File: config.mk
export PLATFORM = sky130hd
export DESIGN_NAME = seg7_scan_ctrl
export DESIGN_NICKNAME = d
export VERILOG_FILES = /design/src/rtl/seg7_scan_ctrl.sv
export SDC_FILE = /design/constraint.sdc
export NUM_CORES = 1
export LEC_CHECK = 0
export CAP_MARGIN = 20
export CORE_AREA = 2 2 96 75
export CTS_CLUSTER_DIAMETER = 80
export DETAILED_ROUTE_END_ITERATION = 6
export DIE_AREA = 0 0 98 77
export GPL_ROUTABILITY_DRIVEN = 0
export GPL_TIMING_DRIVEN = 0
export SKIP_CTS_REPAIR_TIMING = 1
export SLEW_MARGIN = 20
export SYNTH_ARGS = -nofsm -noshare
export SYNTH_HDL_FRONTEND = slang
export SYNTH_SLANG_ARGS = --single-unit
File: constraint.sdc
create_clock -name CLK -period 4.8 [get_ports CLK]
set_clock_uncertainty 0.05 [all_clocks]
set_input_delay 0.96 -clock CLK [delete_from_list [all_inputs] [get_ports CLK]]
set_output_delay 0.96 -clock CLK [all_outputs]
set_load 0.01 [all_outputs]
File: src/rtl/seg7_scan_ctrl.sv
// Four-digit multiplexed 7-segment scan controller with tear-free loading.
// Optional LEADING_ZERO_BLANK_EN macro blanks leading zero digits 3..1.
module seg7_scan_ctrl #(
    parameter int unsigned PRESCALE = 50000
) (
    input  logic        CLK,
    input  logic        RESET,
    input  logic        LOAD_VALID,
    input  logic [15:0] LOAD_DATA,
    output logic        LOAD_READY,
    output logic [3:0]  DIG_NUM,
    output logic [3:0]  AN,
    output logic        FRAME_TICK,
    output logic        ERR
);

    localparam logic [15:0] CNT_MAX = 16'(PRESCALE - 1);

    logic [15:0] cnt;
    logic [1:0]  idx;
    logic [15:0] disp;
    logic [15:0] pend;
    logic        pend_full;
    logic        tick;
    logic        frame;
    logic        xfer;
    logic        load_bad;
    logic [3:0]  nib [4];
    logic [3:0]  blank;
    logic [3:0]  cur_num;
    logic [3:0]  an_next;

    assign tick       = (cnt == CNT_MAX);
    assign frame      = tick && (idx == 2'd3);
    assign LOAD_READY = !pend_full && !RESET;
    assign xfer       = LOAD_VALID && LOAD_READY;
    assign FRAME_TICK = frame;

    // Any incoming nibble above 9 marks the word as non-BCD.
    always_comb begin
        load_bad = 1'b0;
        for (int i = 0; i < 4; i++) begin
            if (LOAD_DATA[4*i +: 4] > 4'd9) load_bad = 1'b1;
        end
    end

    // Per-digit blanking and the next registered digit/anode values.
    always_comb begin
        for (int i = 0; i < 4; i++) begin
            nib[i]   = disp[4*i +: 4];
            blank[i] = (nib[i] > 4'd9);
        end
`ifdef LEADING_ZERO_BLANK_EN
        if (disp[15:12] == 4'd0) blank[3] = 1'b1;
        if (disp[15:8] == 8'd0)  blank[2] = 1'b1;
        if (disp[15:4] == 12'd0) blank[1] = 1'b1;
`endif
        cur_num = nib[idx];
        an_next = blank[idx] ? 4'hF : ~(4'b0001 << idx);
    end

    // Prescale counter and digit index advance.
    always_ff @(posedge CLK) begin
        if (RESET) begin
            cnt <= 16'd0;
            idx <= 2'd0;
        end else if (tick) begin
            cnt <= 16'd0;
            idx <= idx + 2'd1;
        end else begin
            cnt <= cnt + 16'd1;
        end
    end

    // Pending slot, display register and sticky error flag.
    always_ff @(posedge CLK) begin
        if (RESET) begin
            pend      <= 16'h0000;
            pend_full <= 1'b0;
            disp      <= 16'h0000;
            ERR       <= 1'b0;
        end else begin
            if (frame && pend_full) begin
                disp      <= pend;
                pend_full <= 1'b0;
            end
            if (xfer) begin
                pend      <= LOAD_DATA;
                pend_full <= 1'b1;
                if (load_bad) ERR <= 1'b1;
            end
        end
    end

    // Registered digit value and active-low anode drive.
    always_ff @(posedge CLK) begin
        if (RESET) begin
            DIG_NUM <= 4'h0;
            AN      <= 4'hF;
        end else begin
            DIG_NUM <= cur_num;
            AN      <= an_next;
        end
    end

endmodule

# Word-level counts from Yosys, hierarchy flattened
# Cells that the tools add are included.
[op_classes]
n_addsub = 2
magnitude_cmp = 10
n_eq_ne = 2
shifts = 1
muxes = 11
bitwise_logic = 2
n_reduce_logical = 10
[ops]
columns = ["operator", "n"]
rows = [
  ["$gt 4x4->1 const B", 8],
  ["$add 16x1->16 const B", 1],
  ["$eq 16x16->1 const B", 1],
  ["$bmux 4 s2", 1],
  ["$mux 4", 2],
  ["$mux 1", 7],
  ["$logic_and 1x1->1", 4],
  ["$not 4->4", 1],
  ["$reduce_or 2->1", 2],
  ["$shl 1x2->4 const A", 1],
  ["$ge 3x3->1 const B", 1],
  ["$lt 2x3->1 const B", 1],
  ["$not 2->3", 1],
  ["$add 2x1->2 const B", 1],
  ["$bmux 1 s2", 1],
  ["$eq 2x2->1 const B", 1],
  ["$logic_not 1->1", 2],
  ["$reduce_and 2->1", 1],
  ["$reduce_bool 2->1", 1],
]
[totals]
register_bits = 60
in_bits = 19
output_inout_bits = 11

# Depth between registers and ports, before layout
[depth]
depth_word = 6
mapped_depth = 7

# Worst setup path after synthesis
# No wires, ideal clock.
[synth_path]
kind = "reg-to-output"
from = "reg cnt[7]"
to = "out FRAME_TICK"
arrival_time_ns = 1.534
required_ns = 3.790
path_slack_ns = 2.256
stages_incl_launch_ff = 4
cell_sequence = "dfxtp_1 > or4b_4 > nor4_4 > and2_1"
[synth_via]
elab_chain_cells = 2
[synth_rtl]
columns = ["element", "line", "rtl"]
rows = [
  ["start: declaration", "19", "logic [15:0] cnt;"],
  ["start signal: assignment", "71", "cnt <= cnt + 16'd1;"],
  ["$eq 16x16->1", "33", "assign tick = (cnt == CNT_MAX);"],
  ["$logic_and 1x1->1", "34", "assign frame = tick && (idx == 2'd3);"],
  ["end: declaration", "13", "output logic FRAME_TICK,"],
]
# Every way passes these cells.

# Worst setup path in the final report
[layout_path]
from = "reg cnt[0]"
to = "out FRAME_TICK"
# The elaborated chain is that of the path after synthesis.

==> metrics.txt <==
status finished, final reports clean; Worst Tran Pin Value 490.8 ps; Slew Viols, Final 0; TritonCTS buffer count 9; part of the cycle the worst path needs 73.02%; Fin Setup TNS 0 ps; CTS tree done; wire per inst 13.23 µm; final setup vio count 0; worst-skew pair later-pin latency 330 ps; final hold vios 0; Lkg Pwr 1.173 nW; Die Span Y 77 µm; Worst Hold Class reg -> reg; Post-Synthesis Cells about 260; Netlist cell types 36; Core ar. 0.006604 mm²; proportion of layout cells with a drive suffix above 1 8.824%; Die W 98 µm; Net Sw Power 0.0002239 W; Max VDD drop 0.0001619 V; critical path's slowest cell clkdlybuf4s50_1; Net Sw Frac 20.40%; clk sink count 60; worst-path fanout max 6; antenna violations before repair 0; top-area cell type share of the netlist area approximately half; # IOs 30; CP Data Required Time 3790 ps; Total Routing Usage GR ~15%; DIE AREA 0.007546 mm²; Maximum Capacitance Violations 0; total number of H-tree levels 3; reg2reg setup slack 2640 ps; largest net degree at the start of global routing 11; CP cell instances ha_1, nand4_1, nor4_4, and2_1, clkdlybuf4s50_1; fillcell total 650; syn nets 285; Nets 325; PortBufs 29; Worst-path clk slew approximately 70 ps; CP startpoint kind flop; Initial DRC Count 67; logic gate share of total power under 10%; Final Instance Area between 0.003 and 0.004 mm²; CP endpoint kind primary output; Internal 0.0008735 W; clk root buf clkbuf_8; final instance count without filler cells 390; Crit Path Class reg -> out; area leader, netlist dfxtp_1; Reg power frac 47.1%; Max-slew headroom roughly two thirds; final period demand of the worst path approximately 3500 ps; WP data arrival 2500 ps; part of the Yosys area used for sequential elements 48.19%; final wirelength 5.158 mm; Clock Power Share 47.8%; Post-Syn Area 0.002492 mm²; DP Cell Count 374; maximum clock rate 285.3 MHz; diode count 0; Cell Pwr Density approximately 350 mW/mm²; hold slack 423.3 ps; vias per inst 4.746; Avg Cell Area, Syn 9.549 µm²; RSZ-0062 raised after global routing no; DR DRC count 0; Final WS setup 1295 ps; Yosys warnings 0; clk buf depth 2; ANT nets after route 0; first-pass GRT wire length 8.901 mm; Area contributors post-synth dfxtp_1 (48%), nand2b_1 (8.3%), mux2i_1 (6.8%); global route overflow 0; standard-cell row count 26; register bit total from synthesis 60; Area Growth Syn to Fin 25.30%; DP Wirelength 3.706 mm; via count between 1500 and 2000; CP max stage delay 530 ps; Placement Setup Slack 1595 ps; vias in the first global route ~1800; area post-placement 0.002888 mm²; TritonRoute pass-1 iters 4; initial core utilization 37.74%
==> stage by stage <==
step | power, W | utilization (%)
2_1_floorplan | 0.0005545 | -
3_3_place_gp | 0.0005842 | 43.73
3_5_place_dp | 0.0005846 | 43.73
4_1_cts | 0.001112 | 47.29
5_1_grt | 0.001143 | 47.29
6_report | 0.001097 | 47.29
==> cell usage in the layout, fill, tap and decap left out, types with 9 or more instances in the layout <==
cell,netlist,layout
nor2_1,25,25
dfxtp_1,60,60
clkbuf_8,0,12
nand2b_1,33,33
clkbuf_1,9,9
nand2_1,25,25
mux2i_1,17,17
xnor2_1,12,12
o21ai_0,21,21
clkdlybuf4s50_1,0,29
==> Yosys cell counts <==
cell type and number:
or2_2 1, buf_6 1, nor3_1 4, and3_1 2
a311oi_1 1, or4b_4 1, buf_2 1, o221ai_1 1
a21oi_1 3, ha_1 5, or4_1 1, xor2_1 2
o211ai_1 1, clkbuf_1 9, o21ai_0 21, or3b_2 1
or3_1 1, nand3_1 6, buf_4 1, xnor2_1 12
nor2_1 25, nand4_1 4, mux4_2 3, nand3_4 1
nor4_4 1, mux2i_1 17, inv_1 6, o211a_1 1
nor4_1 3, and2_1 2, dfxtp_1 60, or4bb_1 1
nand2b_1 33, o311ai_0 1, nand2_1 25, nor2b_1 3
==> kinds of logic (layout without fill, tap and decap cells) <==
family          count (synthesis)  in the layout  synth area share [%]
compound gates                 29             29                 6.576
fa+ha+maj                       5              5                 2.510
simple gates                  115            115                 25.05
xor+xnor                       14             14                 4.920
buf+inv                        18             63                 3.213
mux                            20             20                 9.538
flops                          60             60                 48.19
==> power groups by stage <==
stage | logic, W | registers, W | clock network (W)
floorplan | 0.0000276 | 0.000527 | 0
global placement | 0.0000566 | 0.000528 | 0
detailed placement | 0.0000569 | 0.000528 | 0
CTS | 0.0000572 | 0.000517 | 0.000538
global route | 0.0000640 | 0.000518 | 0.000561
finish | 0.0000566 | 0.000517 | 0.000524
==> critical path: cells and delay by family (launching register included) <==
kind / cells / cell delay, ps
buffers and inverters: 1 / 530
and+or+nand+nor: 3 / 990
adders and majority gates: 1 / 250
DFF: 1 / 370
==> worst paths after layout <==
path / depth (start not counted) / to / from
worst min-delay path: 1 / cnt[0] / cnt[0]
worst max register to register: 7 / cnt[14] / cnt[0]
worst min register to register: 1 / cnt[0] / cnt[0]
worst max-delay path: 5 / FRAME_TICK / cnt[0]
==> routing by layer <==
layer	GRT usage [%]	part of all wire (%)
met5	0	0
met1	22.54	56
met2	19.66	39
met3	6.108	4.3
met4	5.000	1.6
==> cell type report <==
class,count,area (µm²),area share [%]
Clock buffer,12,165.2,5.288
Clock inverter,4,70.07,2.244
Sequential cell,60,1201,38.46
Timing Repair Buffer,29,290.3,9.295
Multi-Input combinational cell,183,1211,38.78
Buffer,12,57.56,1.843
Tap cell,84,105.1,3.365
Inverter,6,22.52,0.7212
==> registers in the layout, summed over array words and instances (netlist names) <==
name,cells
idx,2
pend_full,1
DIG_NUM,4
cnt,16
pend,16
AN,4
ERR,1
disp,16
Note: power is estimated with default switching activity, not from simulation.
